--- src/rtl/uart_rx.sv ---
// uart_rx: 8N1 serial receiver, LSB first, fixed baud derived from the system clock.
// The asynchronous Rx line is synchronized, a start edge is qualified at mid start bit,
// and every following bit (data and stop) is sampled at mid-bit. A good frame updates
// RxData with a one-cycle RxValid strobe; a low stop bit gives a one-cycle RxFrameError
// and leaves RxData untouched.
//
// state | meaning
// IDLE  | line idle, counter held at 0, waiting for a high-to-low edge on rx_s
// START | timing half a bit to re-check the start bit (a high sample means glitch)
// DATA  | sampling 8 data bits at mid-bit, LSB first
// STOP  | sampling the stop bit, then strobe RxValid or RxFrameError
module uart_rx #(
    parameter int CLK_RATE  = 100000000,
    parameter int BAUD_RATE = 115200
) (
    input  logic       Clk,
    input  logic       Reset,
    input  logic       Rx,
    output logic [7:0] RxData,
    output logic       RxValid,
    output logic       RxFrameError,
    output logic       RxBusy
);

    localparam int CLKS_PER_BIT = CLK_RATE / BAUD_RATE;
    localparam int HALF_BIT     = CLKS_PER_BIT / 2;

    // Terminal counts; HALF_BIT must be at least 1, i.e. CLK_RATE >= 2*BAUD_RATE.
    localparam logic [31:0] BIT_LAST  = 32'(CLKS_PER_BIT - 1);
    localparam logic [31:0] HALF_LAST = 32'(HALF_BIT - 1);

    typedef enum logic [1:0] {
        IDLE  = 2'd0,
        START = 2'd1,
        DATA  = 2'd2,
        STOP  = 2'd3
    } state_t;

    state_t      state_q, state_d;
    logic        sync1_q;
    logic        rx_s_q;
    logic        rx_d_q;
    logic [31:0] cnt_q, cnt_d;
    logic [2:0]  bit_idx_q, bit_idx_d;
    logic [7:0]  shift_q, shift_d;
    logic [7:0]  data_q, data_d;
    logic        valid_q, valid_d;
    logic        ferr_q, ferr_d;

    // Two-flop synchronizer plus one delayed copy for edge detection; idle-high reset.
    always_ff @(posedge Clk or negedge Reset) begin
        if (!Reset) begin
            sync1_q <= 1'b1;
            rx_s_q  <= 1'b1;
            rx_d_q  <= 1'b1;
        end else begin
            sync1_q <= Rx;
            rx_s_q  <= sync1_q;
            rx_d_q  <= rx_s_q;
        end
    end

    // State, timing and datapath registers.
    always_ff @(posedge Clk or negedge Reset) begin
        if (!Reset) begin
            state_q   <= IDLE;
            cnt_q     <= 32'd0;
            bit_idx_q <= 3'd0;
            shift_q   <= 8'h00;
            data_q    <= 8'h00;
            valid_q   <= 1'b0;
            ferr_q    <= 1'b0;
        end else begin
            state_q   <= state_d;
            cnt_q     <= cnt_d;
            bit_idx_q <= bit_idx_d;
            shift_q   <= shift_d;
            data_q    <= data_d;
            valid_q   <= valid_d;
            ferr_q    <= ferr_d;
        end
    end

    // Next-state, bit timing and strobe generation.
    always_comb begin
        state_d   = state_q;
        cnt_d     = cnt_q;
        bit_idx_d = bit_idx_q;
        shift_d   = shift_q;
        data_d    = data_q;
        valid_d   = 1'b0;
        ferr_d    = 1'b0;

        unique case (state_q)
            IDLE: begin
                cnt_d = 32'd0;
                // A genuine falling edge is required, so a line held low after a
                // frame error (break) cannot restart reception.
                if (rx_d_q && !rx_s_q) begin
                    state_d = START;
                end
            end

            START: begin
                if (cnt_q == HALF_LAST) begin
                    cnt_d = 32'd0;
                    if (!rx_s_q) begin
                        bit_idx_d = 3'd0;
                        state_d   = DATA;
                    end else begin
                        state_d = IDLE;
                    end
                end else begin
                    cnt_d = cnt_q + 32'd1;
                end
            end

            DATA: begin
                if (cnt_q == BIT_LAST) begin
                    cnt_d   = 32'd0;
                    shift_d = {rx_s_q, shift_q[7:1]};
                    if (bit_idx_q == 3'd7) begin
                        state_d = STOP;
                    end else begin
                        bit_idx_d = bit_idx_q + 3'd1;
                    end
                end else begin
                    cnt_d = cnt_q + 32'd1;
                end
            end

            STOP: begin
                if (cnt_q == BIT_LAST) begin
                    cnt_d   = 32'd0;
                    state_d = IDLE;
                    if (rx_s_q) begin
                        data_d  = shift_q;
                        valid_d = 1'b1;
                    end else begin
                        ferr_d = 1'b1;
                    end
                end else begin
                    cnt_d = cnt_q + 32'd1;
                end
            end

            default: begin
                state_d = IDLE;
                cnt_d   = 32'd0;
            end
        endcase
    end

    assign RxData       = data_q;
    assign RxValid      = valid_q;
    assign RxFrameError = ferr_q;
    assign RxBusy       = (state_q != IDLE);

endmodule

--- config.mk ---
export PLATFORM = sky130hd
export DESIGN_NAME = uart_rx
export DESIGN_NICKNAME = d
export VERILOG_FILES = /design/src/rtl/uart_rx.sv
export SDC_FILE = /design/constraint.sdc
export NUM_CORES = 1
export LEC_CHECK = 0
export ABC_AREA = 1
export BUFFER_PORTS_ARGS = -buffer_cell sky130_fd_sc_hd__buf_2
export CORE_MARGIN = 2
export CORE_UTILIZATION = 59
export DETAILED_ROUTE_END_ITERATION = 16
export GPL_TIMING_DRIVEN = 1
export PLACE_DENSITY_LB_ADDON = 0.12
export SLEW_MARGIN = 10
export SYNTH_ARGS = -nofsm -noshare
export SYNTH_HDL_FRONTEND = slang
export SYNTH_SLANG_ARGS = --single-unit
--- constraint.sdc ---
create_clock -name Clk -period 1.85 [get_ports Clk]
set_input_delay 0.185 -clock Clk [delete_from_list [all_inputs] [get_ports Clk]]
set_output_delay 0.185 -clock Clk [all_outputs]
set_load 0.01 [all_outputs]
== Word-level counts from Yosys, hierarchy flattened ==
Index checks and enable logic that the tools add are counted.

* Bits in registers: 58
* Bits in latches: 0
* Bits in writable memories: 0
* ROM bits: 0
* Word-level logic and storage cells: 56
* Memories kept: 0

* $add $sub $neg: 2
* Multipliers: 0
* Divide/modulo/power cells: 0
* $lt $le $gt $ge: 0
* Eq/ne operators: 13
* Shift-type cells: 0
* Mux-type cells: 21
* Bitwise logic cells: 0
* Reduce and logical (&&, ||, !) cells: 10

{| class="wikitable"
|+ Operators with widths
! operator !! count
|-
| $pmux W32 S3 || 1
|-
| $mux W32 || 2
|-
| $add A32 B1 Y32 const B || 1
|-
| $eq A32 B10 Y1 const B || 1
|-
| $eq A32 B9 Y1 const B || 1
|-
| $ne A2 B2 Y1 const B || 7
|-
| $mux W2 || 6
|-
| $mux W3 || 4
|-
| $reduce_and A5 Y1 || 2
|-
| $pmux W2 S4 || 1
|-
| $mux W1 || 6
|-
| $pmux W3 S2 || 1
|-
| $eq A2 B2 Y1 const B || 2
|-
| $reduce_bool A2 Y1 || 2
|-
| $add A3 B1 Y3 const B || 1
|-
| $eq A3 B3 Y1 const B || 1
|-
| $reduce_and A3 Y1 || 1
|-
| $eq A2 B1 Y1 const B || 1
|-
| $logic_not A2 Y1 || 1
|-
| $reduce_and A2 Y1 || 1
|-
| $reduce_or A2 Y1 || 1
|-
| $logic_and A1 B1 Y1 || 1
|-
| $logic_not A1 Y1 || 1
|}

== Logic depth before layout (Yosys ltp) ==
Gate-level depths: netlist (run 1).

* Depth after elaboration: 4
* Depth in mapped cells: 11
* Depth with buffers taken out: 10

== Least setup slack after synthesis (run 1) ==
Ideal clock, no wire load.

* Path kind: register to register
* Start: register cnt_q[0]
* End: register cnt_q[30]
* Setup time: 0.119 ns
* Arrival time: 1.536 ns
* Required time: 1.731 ns
* Path slack: 0.195 ns
* Cell stages (with the launch flop): 11
* Buffers on the path: 0
* Period minus slack after synthesis: 1.655 ns
* Cell sequence: dfrtp_1 -> ha_1 -> nand3_1 -> nor2_1 -> nand2_1 -> nor2_2 -> nand3_1 -> nor2_2 -> nand3_1 -> nand2_1 -> nor2_1

* Longest elaborated chain between the ends: 3

{| class="wikitable"
|+ RTL lines
! item !! line !! RTL
|-
| start, declared || 43 || <nowiki>logic [31:0] cnt_q, cnt_d;</nowiki>
|-
| start signal, assigned || 75 || <nowiki>cnt_q <= cnt_d;</nowiki>
|-
| $add A32 B1 Y32, or another cell as far along || 114, 128, 143 ||
|-
| $mux W32, on equally long branches || 119, 133, 105 ||
|-
| $pmux W32 S3 * || 94 || <nowiki>unique case (state_q)</nowiki>
|-
| net cnt_d[30] || 43 ||
|}

The timed path passes the listed nets; every way through them passes the cells marked *.
A chain may end at the register's enable or synchronous reset.

== Worst setup path after layout (run 1) ==
* Start: register cnt_q[1]
* End: register cnt_q[24]

Same word-level chain as after synthesis.

==> results of run 1 <==
-- placed cells by master, fill, tap and decap left out, drive strengths merged, types with 4 or more instances in the layout --
cell type and count:
inv 61, nand3 22, and3 4, a21oi 25
nor2 58, ha 4, buf 33, dfrtp 55
nor3 11, o21ai 28, nand2 109, nand4 11
clkbuf 10
-- cells by family (layout without fill, tap and decap cells) --
kind of cell	count (synthesis)	after routing	share of synthesized area
and+or+nand+nor	219	219	0.315
AOI/OAI and AO/OA	54	54	0.0905
buffers and inverters	67	112	0.0868
DFF	58	58	0.476
adders and majority gates	4	4	0.0164
xor gates and xnor gates	5	5	0.0143
-- layout make-up --
| cell class | instances | area, sq um | area share |
|---|---|---|---|
| clock buffer | 10 | 138 | 0.0376 |
| clock inverter | 6 | 90.1 | 0.0246 |
| inverter | 61 | 229 | 0.0625 |
| multi-input combinational | 282 | 1400 | 0.381 |
| sequential | 58 | 1460 | 0.397 |
| tap | 70 | 87.6 | 0.0239 |
| timing repair buffer | 35 | 268 | 0.0731 |
-- per-stage QoR --
stage / cell area (sq um) / TNS (ns) / setup WS [ns] / util
detailed placement: 3320 / 0 / 0.0132 / 0.659
floorplan: 3050 / 0 / 0.195 / -
global placement: 3320 / 0 / 0.107 / 0.659
CTS: 3570 / 0 / 0.0232 / 0.709
global route: 3660 / -1.40 / -0.117 / 0.727
finish: 3660 / 0 / 0.0664 / 0.727
-- path summary, 6_finish.rpt --
kind,startpoint,to,slack (ns),depth (start not counted)
setup reg to reg,cnt_q[1],cnt_q[24],0.07,8
setup / recovery,cnt_q[1],cnt_q[24],0.07,8
min in group Clk,sync1_q,rx_s_q,0.37,0
hold reg to reg,sync1_q,rx_s_q,0.37,0
max in group asynchronous,Reset,rx_s_q,1.18,3
hold / removal,Reset,cnt_q[25],0.36,3
-- layer usage --
metal,global-route usage,wire length (microns),part of all wire
met1,0.334,3060,0.44
met2,0.402,3320,0.48
met3,0.0500,394,0.056
met4,0.135,213,0.030
met5,0,0,0
-- sequential cells by signal, indices dropped and copies added (netlist names), 3 cells and up, named ones only --
register   flops
RxData         8
shift_q        8
cnt_q         32
bit_idx_q      3
-- power groups by stage --
stage | registers [mW] | logic, mW | clock network (mW)
CTS | 1.40 | 0.790 | 1.36
global route | 1.43 | 0.957 | 1.41
floorplan | 1.42 | 0.521 | 0
finish | 1.42 | 0.841 | 1.36
global placement | 1.42 | 0.765 | 0
detailed placement | 1.43 | 0.778 | 0
-- tightest hold or removal path, delay by kind of cell --
kind                   cells  cell delay (ns)
buffers and inverters      3             0.91
-- timing repair --
action,CTS,global route
setup buffers,0,3
pin swaps,0,3
endpoints found under the setup margin,3,26
endpoints found under the hold margin,56,0
hold buffers,2,0
gates resized for setup,1,16
==> metrics, run 1 <==
Leak Pwr about 1.7 nW; post-synth cell types 29; final setup fails 0; WP data arrival around 2.0 ns; status complete, no violations; CP Launch Type register; Hold Path Class primary input to asynchronous set/reset pin; pwr dens between 900 and 1000 nW/um^2; ant diodes 0; worst path required time ~2.1 ns; Tcrit/Tclk final 0.964; worst vdd ir 0.770 mV; Net Sw Frac 0.326; Mapped Area between 3000 and 4000 sq um; fillers 381; routed len/inst 13.4 microns; DP HPWL around 4.6 mm; Critical Path, Cell by Cell ha_4 -> nand3_1 -> nor2_2 -> buf_4 -> nand2_1 -> nor2_2 -> nand3_1 -> and3_1; vias per cell between 5 and 6; P_int 2.44 mW; initial DRC count about 280; MaxCap Viol Count 0; initial antenna violation count 0; CTS Buf Count 9; Rows 26; Post-synth top flop dfrtp_1; Routed Antenna Nets 0; first-pass iteration count of the detailed router 5; part of the power in the clock network 0.375; Crit-path slowest cell dfrtp_1; TritonCTS clock tree done; cell taking the most area after synthesis dfrtp_1; first-pass GRT wire length ~12 mm; Ys Warns 0; Initial Util 0.606; f_max approximately 0.56 GHz; Max Slew Vio Count 0; Die W 76.0 microns; Final min period ~1.8 ns; CP endpoint kind register; Post-Place Cells 501; Residual DRC 0; clk slew on worst S/H paths approximately 0.070 ns; die area just under 6000 sq um; Area contributors post-synth dfrtp_1 (45%), nand2_1 (13%), inv_1 (7.3%), nor2_1 (6.3%), a21oi_1 (4.1%); Finished Layout Cells about 520; number of flops mapped to enable cells by yosys 0; io pins 14; syn_nets between 400 and 500; Die Y approximately 76 microns; Worst path top cell family by delay simple AND/OR/NAND/NOR gates; Gate power share 0.233; Final nets between 400 and 500; Min Hold Slack around 0.36 ns; NetSw about 1.2 mW; Worst-Skew Late Latency between 0.3 and 0.4 ns; CTS Buffer Depth 2; Core ar. 5040 sq um; share of the synthesized area in the top cell type 0.451; Vias 2767; Post-Syn Instances between 400 and 500; layout cells sized above 1 0.168; Overflow after GRT 0; Slew @ Worst Pin about 0.46 ns; number of global-route vias before repair 2609; critical path type register to register; most common cell in the netlist nand2_1; Clock Sinks 58; CP max stage delay just over 0.4 ns; GP Congestion about 0.94; H-tree depth 3; register area share after synthesis 0.476; largest net degree at the start of global routing just under 60; WP buf/inv 1; CTS Root Cell clkbuf_8; IO Port Bufs 13; Max transition margin 0.691; sequential share of power 0.392; Synth async-reset ratio 1.00; final hold vios 0; Total GRT Usage 0.254; Yosys reg bits 58; Design Power 3.62 mW; CP max FO 4; syn_area_per_cell around 7.5 sq um; Worst Skew between 0.01 and 0.015 ns; Post-synth top cells nand2_1 (107), inv_1 (59), dfrtp_1 (55); Area Overhead vs Synth 20.0%; Total Wirelength roughly 7 mm
Note: power is estimated with default switching activity, not from simulation.
==> run 2: changes to the inputs <==
CORE_ASPECT_RATIO = 2   (was default)
==> metrics, run 2 (synthesized netlist as in run 1, its figures left out) <==
status complete, no violations; CTS Buf Count 9; Slew @ Worst Pin 0.481 ns; Vias about 2800; f_max about 0.57 GHz; Die W 54.9 microns; NetSw ~1.1 mW; MaxCap Viol Count 0; Crit-path slowest cell dfrtp_1; sequential share of power 0.398; Critical Path, Cell by Cell nor2_1 -> inv_1 -> buf_2; P_int 2.45 mW; Hold Path Class primary input to asynchronous set/reset pin; clk slew on worst S/H paths around 0.07 ns; Rows 37; layout cells sized above 1 0.179; commonest non-fill, non-tap cells in the layout nand2_1 (105), inv_1 (58), dfrtp_1 (52), nor2_1 (46), a21oi_1 (25); Design Power 3.57 mW; Residual DRC 0; Largest Register cnt_q; Worst Skew 0.00736 ns; largest net degree at the start of global routing 23; Final nets ~450; Leak Pwr ~1.7 nW; Initial Util 0.605; Largest register FFs 32; pwr dens between 900 and 1000 nW/um^2; GP Congestion between 0.9 and 1; Core ar. 5050 sq um; Total GRT Usage 0.286; CP max stage delay 0.45 ns; final setup fails 0; H-tree depth 3; Worst-Skew Late Latency about 0.35 ns; worst vdd ir around 1.1 mV; Gate power share 0.241; final hold vios 0; CP Launch Type register; Max transition margin 0.680; final setup margin ~0.092 ns; Final min period around 1.8 ns; WP data arrival approximately 1.6 ns; Overflow after GRT 0; Clock Sinks 58; routed len/inst approximately 14 microns; part of the power in the clock network 0.361; Routed Antenna Nets 0; critical path type register to output pin; worst path required time about 1.7 ns; Area Overhead vs Synth 19.1%; vias per cell between 5 and 6; initial DRC count 137; CP max FO 7; Max Slew Vio Count 0; pre-CTS setup slack about 0.018 ns; fillers around 420; Die Y about 110 microns; CP endpoint kind output pin; ant diodes 0; CTS Root Cell clkbuf_8; register area approximately 1500 sq um; Tcrit/Tclk final 0.950; multi-input logic area 1400 sq um; initial antenna violation count 0; Net Sw Frac 0.315; CTS Buffer Depth 2; commonest non-fill, non-tap cell in the layout nand2_1; io pins 14; number of global-route vias before repair approximately 2700; first-pass iteration count of the detailed router 5; die area ~5800 sq um; Total Wirelength about 7 mm; IO Port Bufs 13; first-pass GRT wire length approximately 12 mm; TritonCTS clock tree done; DP HPWL 4.97 mm
-- run 2: repair_timing --
action / in CTS / in global routing
setup buffers: 0 / 4
gates resized for setup: 3 / 17
pin swaps: 0 / 5
setup endpoints to repair: 10 / 33
hold buffers: 2 / 0
hold endpoints to repair: 21 / 0
-- run 2: worst max-delay path, delay by kind of cell (launching register included) --
kind	cells	cell delay, ns
buf+inv	2	0.41
flops	1	0.45
simple gates	1	0.36
-- run 2: cell type report --
| class | instances | share of cell area |
|---|---|---|
| Inverter | 61 | 0.0629 |
| Clock buffer | 11 | 0.0389 |
| Tap cell | 58 | 0.0199 |
| Sequential cell | 58 | 0.401 |
| Timing Repair Buffer | 35 | 0.0715 |
| Clock inverter | 5 | 0.0213 |
| Multi-Input combinational cell | 282 | 0.384 |
-- run 2: per-layer routing --
metal  share of wire  global-route usage  vias to the layer above
met1            0.41               0.365                     1323
met2            0.50               0.419                       82
li1                -                   -                     1374
met5               0                   0                        -
met4           0.047               0.209                        0
met3           0.044              0.0467                       23
-- run 2: worst paths after layout --
check / start / to / slack (ns) / depth (start not counted)
min: Reset / cnt_q[5] / 0.33 / 2
min reg2reg: sync1_q / rx_s_q / 0.36 / 0
max reg2reg: cnt_q[25] / bit_idx_q[1] / 0.10 / 11
max: register / RxBusy / 0.09 / 3
max in group asynchronous: Reset / sync1_q / 0.83 / 3
min in group Clk: sync1_q / rx_s_q / 0.36 / 0
-- run 2: metrics by stage --
stage	instances	instance area, sq um	util	hold WS, ns	TNS, ns
after CTS	506	3550	0.703	0.343	0
final	510	3640	0.721	0.327	0
after floorplan	407	3050	-	-0.111	0
after global placement	488	3300	0.654	0.171	0
after global routing	510	3640	0.721	0.365	-0.0462
after detailed placement	488	3300	0.654	0.176	0
-- run 2: power by group through the flow --
| stage | Sequential (mW) | Combinational (mW) | Clock, mW |
|---|---|---|---|
| floorplan | 1.42 | 0.521 | 0 |
| global placement | 1.42 | 0.793 | 0 |
| detailed placement | 1.43 | 0.806 | 0 |
| CTS | 1.41 | 0.820 | 1.31 |
| global route | 1.43 | 0.964 | 1.36 |
| finish | 1.42 | 0.862 | 1.29 |
